`config.mk`:
```
export PLATFORM = sky130hd
export DESIGN_NAME = sha256_spi_master
export DESIGN_NICKNAME = d
export VERILOG_FILES = /design/src/rtl/sha256_spi_master.sv
export SDC_FILE = /design/constraint.sdc
export NUM_CORES = 1
export LEC_CHECK = 0
export BUFFER_PORTS_ARGS = -buffer_cell sky130_fd_sc_hd__buf_2
export CAP_MARGIN = 25
export CORE_MARGIN = 2
export CORE_UTILIZATION = 45
export DETAILED_ROUTE_END_ITERATION = 10
export PLACE_DENSITY = 0.66
export SETUP_SLACK_MARGIN = 0.4
export SLEW_MARGIN = 40
export SYNTH_ARGS = -nofsm -noshare
export SYNTH_HDL_FRONTEND = slang
export SYNTH_SLANG_ARGS = --single-unit
```
`constraint.sdc`:
```
create_clock -name i_clk -period 2.5 [get_ports i_clk]
set_input_delay 0.25 -clock i_clk [delete_from_list [all_inputs] [get_ports i_clk]]
set_output_delay 0.25 -clock i_clk [all_outputs]
set_load 0.005 [all_outputs]
```
`src/rtl/sha256_spi_master.sv`:
```
// SPI mode-3 master issuing 16-bit {wr, addr[6:0], data[7:0]} frames to the SHA-256 slave,
// plus a 2-flop synchroniser for the slave's done interrupt.
module sha256_spi_master #(
    parameter int unsigned CLK_DIV  = 4,
    parameter int unsigned SS_SETUP = 2,
    parameter int unsigned SS_GAP   = 4
) (
    input  logic        i_clk,
    input  logic        i_rst,
    input  logic        i_start,
    input  logic        i_wr,
    input  logic [6:0]  i_addr,
    input  logic [7:0]  i_wdata,
    output logic        o_busy,
    output logic        o_done,
    output logic [15:0] o_rx_frame,
    output logic [7:0]  o_rdata,
    output logic        o_sck,
    output logic        o_ss_n,
    output logic        o_mosi,
    input  logic        i_miso,
    input  logic        i_irq_done,
    output logic        o_irq
);

    localparam int unsigned HalfW  = (CLK_DIV > 1) ? $clog2(CLK_DIV) : 1;
    localparam int unsigned SetupW = (SS_SETUP > 1) ? $clog2(SS_SETUP) : 1;
    localparam int unsigned GapW   = (SS_GAP > 1) ? $clog2(SS_GAP) : 1;

    localparam logic [HalfW-1:0]  HalfLast  = HalfW'(CLK_DIV - 1);
    localparam logic [SetupW-1:0] SetupLast = SetupW'(SS_SETUP - 1);
    localparam logic [GapW-1:0]   GapLast   = GapW'(SS_GAP - 1);
    localparam logic              GapMulti  = (SS_GAP > 1);

    typedef enum logic [2:0] {StIdle, StSetup, StShift, StHold, StGap} state_e;

    state_e            state_q, state_d;
    logic [15:0]       tx_q, tx_d;
    logic [15:0]       rx_q, rx_d;
    logic [15:0]       rx_frame_q, rx_frame_d;
    logic              sck_q, sck_d;
    logic              ss_n_q, ss_n_d;
    logic              mosi_q, mosi_d;
    logic              busy_q, busy_d;
    logic              done_q, done_d;
    logic [HalfW-1:0]  half_cnt_q, half_cnt_d;
    logic [4:0]        bit_cnt_q, bit_cnt_d;
    logic [SetupW-1:0] setup_cnt_q, setup_cnt_d;
    logic [GapW-1:0]   gap_cnt_q, gap_cnt_d;
    logic              irq_meta_q, irq_q;

    always_comb begin
        state_d     = state_q;
        tx_d        = tx_q;
        rx_d        = rx_q;
        rx_frame_d  = rx_frame_q;
        sck_d       = sck_q;
        ss_n_d      = ss_n_q;
        mosi_d      = mosi_q;
        busy_d      = busy_q;
        done_d      = 1'b0;
        half_cnt_d  = half_cnt_q;
        bit_cnt_d   = bit_cnt_q;
        setup_cnt_d = setup_cnt_q;
        gap_cnt_d   = gap_cnt_q;

        // busy drops for the last gap cycle so a queued start keeps ss_n high exactly SS_GAP
        if (i_start && !busy_q) begin
            tx_d        = {i_wr, i_addr, i_wdata};
            state_d     = StSetup;
            ss_n_d      = 1'b0;
            sck_d       = 1'b1;
            busy_d      = 1'b1;
            setup_cnt_d = '0;
        end else begin
            unique case (state_q)
                StIdle: ;
                StSetup: begin
                    if (setup_cnt_q == SetupLast) begin
                        state_d    = StShift;
                        sck_d      = 1'b0;
                        mosi_d     = tx_q[15];
                        tx_d       = {tx_q[14:0], 1'b0};
                        half_cnt_d = '0;
                        bit_cnt_d  = '0;
                    end else begin
                        setup_cnt_d = setup_cnt_q + SetupW'(1);
                    end
                end
                StShift: begin
                    if (half_cnt_q != HalfLast) begin
                        half_cnt_d = half_cnt_q + HalfW'(1);
                    end else begin
                        half_cnt_d = '0;
                        if (!sck_q) begin
                            sck_d     = 1'b1;
                            rx_d      = {rx_q[14:0], i_miso};
                            bit_cnt_d = bit_cnt_q + 5'd1;
                        end else if (bit_cnt_q == 5'd16) begin
                            state_d = StHold;
                        end else begin
                            sck_d  = 1'b0;
                            mosi_d = tx_q[15];
                            tx_d   = {tx_q[14:0], 1'b0};
                        end
                    end
                end
                StHold: begin
                    if (half_cnt_q != HalfLast) begin
                        half_cnt_d = half_cnt_q + HalfW'(1);
                    end else begin
                        state_d    = StGap;
                        ss_n_d     = 1'b1;
                        done_d     = 1'b1;
                        rx_frame_d = rx_q;
                        gap_cnt_d  = '0;
                        busy_d     = GapMulti;
                    end
                end
                StGap: begin
                    if (gap_cnt_q == GapLast) begin
                        state_d = StIdle;
                    end else begin
                        gap_cnt_d = gap_cnt_q + GapW'(1);
                        if (gap_cnt_q + GapW'(1) == GapLast) begin
                            busy_d = 1'b0;
                        end
                    end
                end
                default: state_d = StIdle;
            endcase
        end
    end

    always_ff @(posedge i_clk or posedge i_rst) begin
        if (i_rst) begin
            state_q     <= StIdle;
            tx_q        <= '0;
            rx_q        <= '0;
            rx_frame_q  <= '0;
            sck_q       <= 1'b1;
            ss_n_q      <= 1'b1;
            mosi_q      <= 1'b0;
            busy_q      <= 1'b0;
            done_q      <= 1'b0;
            half_cnt_q  <= '0;
            bit_cnt_q   <= '0;
            setup_cnt_q <= '0;
            gap_cnt_q   <= '0;
        end else begin
            state_q     <= state_d;
            tx_q        <= tx_d;
            rx_q        <= rx_d;
            rx_frame_q  <= rx_frame_d;
            sck_q       <= sck_d;
            ss_n_q      <= ss_n_d;
            mosi_q      <= mosi_d;
            busy_q      <= busy_d;
            done_q      <= done_d;
            half_cnt_q  <= half_cnt_d;
            bit_cnt_q   <= bit_cnt_d;
            setup_cnt_q <= setup_cnt_d;
            gap_cnt_q   <= gap_cnt_d;
        end
    end

    always_ff @(posedge i_clk or posedge i_rst) begin
        if (i_rst) begin
            irq_meta_q <= 1'b0;
            irq_q      <= 1'b0;
        end else begin
            irq_meta_q <= i_irq_done;
            irq_q      <= irq_meta_q;
        end
    end

    assign o_busy     = busy_q;
    assign o_done     = done_q;
    assign o_rx_frame = rx_frame_q;
    assign o_rdata    = rx_frame_q[7:0];
    assign o_sck      = sck_q;
    assign o_ss_n     = ss_n_q;
    assign o_mosi     = mosi_q;
    assign o_irq      = irq_q;

endmodule

```
==> flow_summary.json <==
{
  "critPathArrivalTime_ns": 2.22,
  "grt_pass1_vias": 1923,
  "clk_latency_ns": 0.34,
  "htree_levels": 3,
  "root_buffer": "clkbuf_8",
  "startpoint_type": "flip-flop",
  "fillerInstances": 580,
  "ys_warn_count": 0,
  "wl_per_cell_um": 13.33,
  "start_util": 0.4719,
  "switching_share": 0.3244,
  "gp_congestion": 0.8948,
  "worstSetupEndpoint": "half_cnt_q[0]",
  "drive_gt1_frac": 0.3585,
  "power.total_mw": 3.120,
  "hold_slack_ns": 0.1101,
  "dpl.hpwl_um": 3478,
  "crit_chain": "nor3b_2 -> a21oi_1 -> nand2_1 -> mux2i_1 -> mux2_1",
  "synth_top_area_cell": "dfrtp_1",
  "die_h_um": 86.30,
  "clockBufferDepth": 2,
  "p_comb_frac": 0.232,
  "final_cell_mix": "dfrtp_1, buf_2, nand2_1, mux2_2, nor2_1",
  "ys_ff_latch": 68,
  "maxCapViolCount": 0,
  "cts_tree": "built",
  "end_kind": "flip-flop",
  "antenna_found_initial": 0,
  "ios": 51,
  "fmax_mhz": 500.5,
  "min_period_ns": 1.998,
  "skew_ns": 0.005226,
  "syn_avg_cell_area_sq_um": 11.42,
  "tightest_slew_ns": 0.5697,
  "clockPowerShare": 0.299,
  "worstPathRequired_ns": 2.73,
  "r2r_slack_ns": 0.50,
  "r2r-start": "state_q[2]",
  "syn_to_final_growth_pct": 16.17,
  "synth_edf_count": 0,
  "diodes": 0,
  "core_area_sq_um": 6459,
  "cts-buffers-inserted": 9,
  "path_class": "reg -> reg",
  "synth_cell_types": 40,
  "wl_um": 5267,
  "finish.net_count": 339,
  "min_path_type": "in -> reg",
  "worstReg2RegEnd": "half_cnt_q[0]",
  "vias": 2028,
  "p_leak_nw": 1.778,
  "ys_async_sr_fraction": 1.000,
  "p_seq_frac": 0.469,
  "slowest_stage": "dfrtp_1",
  "synth-main-ff-cell": "dfrtp_1",
  "power.density_nw_per_um2": 881.1,
  "status": "completed",
  "synth_area_sq_um": 3048,
  "slowest_delay_ns": 0.57,
  "syn_inst": 267,
  "rows": 29,
  "startpoint": "state_q[2]",
  "clkTransAtPathRegs_ns": 0.08,
  "grt_pass1_wl_um": 8873,
  "maxSlewHeadroom": 0.6202,
  "cts_sinks": 68,
  "worstPathMaxFanout": 12,
  "slew_viol_final": 0,
  "ys_top_cells_by_area": "dfrtp_1, mux2_2, nand2_1",
  "multi_input_area_sq_um": 1179,
  "fin_util": 0.5482,
  "io_buffer_count": 50,
  "grtUsageTotal": 0.1538,
  "grt_max_degree": 69,
  "fin_tns_setup_ns": 0,
  "setup_viol": 0,
  "ant_nets": 0,
  "final_common_cell": "dfrtp_1",
  "r2r_cells": 5,
  "hold_viol": 0,
  "die_w_um": 86.30,
  "syn-num-nets": 293,
  "cts_setup_buffers": 0,
  "seq_area_sq_um": 1704,
  "first_pass_iters": 4,
  "grt.overflow.total": 0,
  "switching_power_mw": 1.012,
  "via_per_inst": 5.134,
  "p_int_mw": 2.108,
  "finalCritPeriodShare": 0.7991,
  "drt-initial-drc-count": 76,
  "yosys.area.top_type_share": 0.5419,
  "die_area_sq_um": 7448,
  "rsz0062_at_grt": "false",
  "ys_seq_area_frac": 0.5591,
  "drt_drc_violations_left": 0,
  "irDropWorstVdd_mv": 0.5007
}
## Yosys cell counts (2+ instances only)
master and count:
dfrtp_1 66, nand2_1 40, mux2_2 24, nor2_1 20, a31oi_1 17, o21ai_0 12
inv_1 10, buf_4 9, mux2_4 9, buf_2 7, a21oi_1 5, ha_1 5
nand3_1 4, nor3_1 4, clkbuf_1 3, and2_1 2, and3b_1 2, dfstp_2 2
mux2_1 2, mux2i_1 2, nand2b_1 2, o31ai_1 2
## worst min path at each step
| stage | start | endpoint | slack (ns) | cells after the start |
|---|---|---|---|---|
| 3_3_place_gp | irq_meta_q | o_irq | 0.34 | 0 |
| 5_1_grt | i_wdata[0] | tx_q[0] | 0.12 | 3 |
| 4_1_cts | i_wdata[0] | tx_q[0] | 0.09 | 3 |
| 2_1_floorplan | i_irq_done | irq_meta_q | 0.28 | 0 |
| 6_report | i_wdata[0] | tx_q[0] | 0.11 | 3 |
| 3_5_place_dp | irq_meta_q | o_irq | 0.34 | 0 |
## through the flow
step           cells  setup slack (ns)  instance area [sq um]
2_1_floorplan    267            0.5418                   3048
3_3_place_gp     376            0.3926                   3291
3_5_place_dp     376            0.5090                   3298
4_1_cts          394            0.5100                   3526
5_1_grt          395            0.4278                   3541
6_report         395            0.5022                   3541
## routing by layer
metal,GRT usage,up-vias,wire length [um]
li1,-,998,-
met1,0.1943,958,2429
met2,0.2417,64,2452
met3,0.05143,8,297
met4,0.06818,0,88
met5,0,-,0
## final cells by class
class | instances | share of cell area
multi-input combinational | 167 | 0.3329
timing repair buffer | 56 | 0.08834
clock buffer | 9 | 0.03498
tap | 77 | 0.02721
sequential | 68 | 0.4813
inverter | 11 | 0.01166
clock inverter | 7 | 0.02367
## repair_timing
action	CTS	global route
resized for setup	0	1
endpoints found under the setup margin	0	15
hold buffers	2	0
endpoints found under the hold margin	67	0
## cell families after synthesis
family                     after synthesis  synth area share
and+or+nand+nor                         81            0.1260
DFF                                     68            0.5591
AOI/OAI and AO/OA                       42           0.08210
muxes                                   37            0.1470
buffers and inverters                   33           0.06239
adders and majority gates                5           0.02053
xor gates and xnor gates                 1          0.002874
## sequential cells by signal (all words and copies together) (netlist names), 2 cells and up
| signal | count |
|---|---|
| o_rx_frame | 16 |
| bit_cnt_q | 5 |
| rx_q | 16 |
| half_cnt_q | 2 |
| gap_cnt_q | 2 |
| state_q | 3 |
| tx_q | 16 |
## power by group through the flow
stage	Sequential (mW)	Clock [mW]	Combinational, mW
final	1.46	0.933	0.724
after floorplan	1.42	0	0.626
after CTS	1.46	0.964	0.710
after detailed placement	1.48	0	0.707
after global placement	1.47	0	0.679
after global routing	1.49	1.02	0.836
## critical path: cells and delay by family (launching register included)
| family | cells | cell delay (ns) |
|---|---|---|
| muxes | 2 | 0.69 |
| DFF | 1 | 0.57 |
| and+or+nand+nor | 2 | 0.49 |
| AOI/OAI and AO/OA | 1 | 0.12 |
(Power assumes the default switching activity.)
